<file path="src/rtl/seq_detector_moore_param.sv">
// seq_detector_moore_param: runtime-programmable Moore serial pattern detector, registered Q.
// Define SEQDET_HITCNT_EN to build the saturating hit counter; otherwise hit_cnt is tied to 0.
module seq_detector_moore_param #(
  parameter int MAX_LEN = 8,
  parameter int LEN_W = 4,
  parameter int CNT_W = 8,
  parameter logic [MAX_LEN-1:0] DEF_PAT = MAX_LEN'(8'b101),
  parameter logic [LEN_W-1:0] DEF_LEN = LEN_W'(3),
  parameter logic DEF_OVL = 1'b0
) (
  input  logic               clk,
  input  logic               _rst,
  input  logic               cfg_ld,
  input  logic [MAX_LEN-1:0] pat,
  input  logic [LEN_W-1:0]   pat_len,
  input  logic               ovl,
  input  logic               en,
  input  logic               D,
  output logic               Q,
  output logic               cfg_err,
  output logic [CNT_W-1:0]   hit_cnt
);
  logic [MAX_LEN-1:0] pat_q, mask, hist_nx;
  logic [MAX_LEN-2:0] hist;
  logic [LEN_W-1:0] len_q, fill, fill_nx;
  logic ovl_q, hit_st, hit_nx;
  // Only the low len_q bits of history and pattern take part in the match
  for (genvar i = 0; i < MAX_LEN; i++) begin : g_mask
    assign mask[i] = len_q > LEN_W'(i);
  end
  always_comb begin
    hist_nx = {hist, D};
    fill_nx = (!ovl_q && hit_st) ? LEN_W'(1) : (fill >= len_q ? len_q : fill + LEN_W'(1));
    hit_nx = !cfg_err && fill_nx == len_q && ((hist_nx ^ pat_q) & mask) == '0;
  end
  always_ff @(posedge clk or negedge _rst) begin
    if (!_rst) begin
      pat_q <= DEF_PAT;
      len_q <= DEF_LEN;
      ovl_q <= DEF_OVL;
      cfg_err <= 1'b0;
      hist <= '0;
      fill <= '0;
      hit_st <= 1'b0;
      Q <= 1'b0;
    end else if (cfg_ld) begin
      pat_q <= pat;
      len_q <= pat_len;
      ovl_q <= ovl;
      cfg_err <= pat_len == '0 || pat_len > LEN_W'(MAX_LEN);
      hist <= '0;
      fill <= '0;
      hit_st <= 1'b0;
      Q <= 1'b0;
    end else begin
      Q <= hit_st;
      if (en) begin
        hist <= hist_nx[MAX_LEN-2:0];
        fill <= fill_nx;
        hit_st <= hit_nx;
      end
    end
  end
`ifdef SEQDET_HITCNT_EN
  always_ff @(posedge clk or negedge _rst) begin
    if (!_rst) hit_cnt <= '0;
    else if (cfg_ld) hit_cnt <= '0;
    else if (en && hit_nx && hit_cnt != '1) hit_cnt <= hit_cnt + CNT_W'(1);
  end
`else
  assign hit_cnt = '0;
`endif
endmodule

</file>
<file path="config.mk">
export PLATFORM = sky130hd
export DESIGN_NAME = seq_detector_moore_param
export DESIGN_NICKNAME = d
export VERILOG_FILES = /design/src/rtl/seq_detector_moore_param.sv
export SDC_FILE = /design/constraint.sdc
export NUM_CORES = 1
export LEC_CHECK = 0
export ABC_AREA = 1
export BUFFER_PORTS_ARGS = -buffer_cell sky130_fd_sc_hd__clkbuf_2
export CORE_MARGIN = 2
export CORE_UTILIZATION = 55
export CTS_BUF_LIST = sky130_fd_sc_hd__clkbuf_4 sky130_fd_sc_hd__clkbuf_8
export CTS_CLUSTER_DIAMETER = 150
export DETAILED_ROUTE_END_ITERATION = 16
export PLACE_DENSITY = 0.79
export SLEW_MARGIN = 20
export SYNTH_ARGS = -nofsm -noshare
export SYNTH_HDL_FRONTEND = slang
export SYNTH_SLANG_ARGS = --single-unit
</file>
<file path="constraint.sdc">
create_clock -name clk -period 2.2 [get_ports clk]
set_input_delay 0.11 -clock clk [delete_from_list [all_inputs] [get_ports clk]]
set_output_delay 0.11 -clock clk [all_outputs]
set_load 0.02 [all_outputs]
</file>
==> qor.yml <==
layout:
  drive_gt1_share_pct: 15.7
  fillers: 231
  final_cell_mix: "63 x nand2_1, 24 x inv_1, 23 x dfrtp_1"
  syn_to_final_growth_pct: 15.2
  n_antenna_cell: 0
  nNetsFinal: 259
  post-route-util_pct: 66.1
  layout_commonest_cell: "nand2_1"
logic_synthesis:
  synth-async-reset-ratio_pct: 100
  synth_edf_count: 0
  ys_types: 30
  synthCells: 204
  ys_ff_latch: 27
  ys_seq_area_share_pct: 43.4
  synthesis.area_um2: 1570
  synth.avg_cell_area_um2: 7.69
  synthFlopType: "dfrtp_1"
  synth_warnings: 0
setup_path:
  crit_top_cell: "nand2_1"
  worstPathCellList: "inv_2 -> ha_1 -> nand2_1 -> inv_1 -> nand2_1 -> nand3_2 -> nand2_1 -> nand3_1 -> nand2_1 -> nand2_1 -> nor2_1 -> nand2_1 -> nand2_1"
  path_delay_family: "simple AND/OR/NAND/NOR gates"
  slowest_stage: "dfstp_2"
  slowest_delay_ns: 0.60
  required_ns: 2.48
  path_class: "flop to flop"
  arrival_ns: 2.17
  cp_max_fo: 7
  end_kind: "flop"
  start_kind: "flop"
  path_buf_inv: 2
clocking:
  post-cts-setup-buffers: 0
  cts_resized: 0
  ctsHtreeMaxLevel: 1
  clk_latency_ns: 0.33
  numCtsBuffers: 3
  numClockSinks: 27
  cts_tree: "yes"
  clk_path_buf_depth: 2
  cts_root_buffer: "clkbuf_4"
  hold_buffers: 12
  clk_pin_slew_worst_paths_ns: 0.14
drt:
  num_vias: 1399
  avgViaCountPerCell: 5.26
  first_pass_iters: 4
  wl_mm: 3.40
  wl_per_cell_um: 12.8
  initialDrtViolationCount: 49
  drc: 0
  postRouteAntennaNets: 0
pwr:
  powerDensity_nw_per_um2: 762
  p_leak_nw: 0.950
  ir_drop_uv: 537
timing:
  finalSetupViolations: 0
  finClkSkew_ns: 0.00237
  drv_slew: 0
  fmax_mhz: 529
  finalSetupTns_ns: 0
  post-route-period-util_pct: 85.9
  relSlewSlack_pct: 56.3
  tightest_slew_ns: 0.655
  finalHoldViolations: 0
  rsz0062_at_grt: "false"
  finalCriticalPeriod_ns: 1.89
die:
  die_height_um: 57.4
  die_area_um2: 3300
  die_w_um: 57.4
  rows: 19
  initial_core_util_pct: 57.4
  pin_count: 28
  core_area_um2: 2730
global_route:
  grt_remaining_overflow: 0
  grt_pass1_vias: 1383
  grt_max_degree: 28
  grt_pass1_wl_mm: 5.89
  globalRouteTotalUtil_pct: 22.8
  antenna_found_initial: 0
run_status:
  status: "finished clean"
place:
  dp_hpwl_mm: 2.51
  place_congestion: 0.903
  io_buffers: 19
min_path:
  hp-class: "input port to flop"
flow_run:
  cap_viol_max_count: 0
-- flip-flops by register name, indices dropped and copies added, names as in the netlist --
register,cells
Q,1
cfg_err,1
fill,4
hist,7
hit_st,1
len_q,4
ovl_q,1
pat_q,8
-- area by class of cell --
type | instances | area, um^2 | area share (%)
Multi-Input combinational cell | 145 | 738 | 40.8
Inverter | 28 | 105 | 5.81
Clock buffer | 4 | 30.0 | 1.66
Sequential cell | 27 | 681 | 37.6
Timing Repair Buffer | 31 | 215 | 11.9
Tap cell | 31 | 38.8 | 2.15
-- stage by stage --
stage | cells | worst slack (ns) | power (W) | hold slack (ns) | area, um^2
after CTS | 266 | 0.311 | 0.00138 | 0.000803 | 1810
after global routing | 266 | 0.127 | 0.00149 | 0.0502 | 1810
after global placement | 250 | 0.369 | 0.00112 | 0.170 | 1660
final | 266 | 0.310 | 0.00138 | 0.00495 | 1810
after floorplan | 211 | 0.531 | 0.00102 | -0.186 | 1600
after detailed placement | 250 | 0.344 | 0.00114 | 0.167 | 1660
-- synth_stat cells (all sizes together) (2+ instances only) --
cell type  instances  area, um^2
a21oi              4        23.8
buf                8        60.1
clkbuf             3        11.3
dfrtp             23         576
dfstp              4         105
ha                 5        62.6
inv               27         101
nand2             64         243
nand3             10        55.1
nand4              7        43.8
nor2               9        36.3
nor3               2        15.0
o21ai             17        88.8
o22ai              7        43.8
xnor2              4        35.0
xor2               3        26.3
-- worst paths after layout --
kind	startpoint	end	slack (ns)	depth (start not counted)
setup / recovery	len_q[1]$_DFFE_PN1P_	hit_st$_DFFE_PN0P_	0.31	13
hold / removal	pat_len[2]	len_q[2]$_DFFE_PN0P_	0.005	3
setup reg to reg	len_q[1]$_DFFE_PN1P_	hit_st$_DFFE_PN0P_	0.31	13
hold reg to reg	pat_q[2]$_DFFE_PN1P_	pat_q[2]$_DFFE_PN1P_	0.48	2
max in group asynchronous	_rst	fill[0]$_DFFE_PN0P_	1.46	2
min in group asynchronous	_rst	pat_q[3]$_DFFE_PN0P_	0.32	2
-- per-layer routing --
layer  routed length (um)  share of wire (%)  GRT usage, %  vias up
met1                 1470                 43          28.7      644
met3                  165                4.9          3.40        8
met5                    0                  0             0        -
met4                   59                1.7          10.3        0
met2                 1700                 50          38.8       40
li1                     -                  -             -      707
-- report_power, final --
part           switching [W]  internal (W)
clock               0.000147     0.0000835
sequential         0.0000573      0.000550
combinational       0.000328      0.000212
total               0.000532      0.000845
-- kinds of logic (layout without fill, tap and decap cells) --
family,count (synthesis),count (layout),share of synthesized area (%)
compound gates,31,31,11.3
buf+inv,39,63,11.2
other cells,1,8,0.239
simple gates,94,94,25.9
fa+ha+maj,5,5,3.99
flops,27,27,43.4
xor+xnor,7,7,3.91
-- worst reg2reg max path, cell delays in order, from the launching register on --
cell and delay, ns:
dfstp_2 0.60, inv_2 0.09, ha_1 0.34, nand2_1 0.08
inv_1 0.04, nand2_1 0.11, nand3_2 0.11, nand2_1 0.08
nand3_1 0.08, nand2_1 0.07, nand2_1 0.05, nor2_1 0.09
nand2_1 0.06, nand2_1 0.05
(Power assumes the default switching activity.)
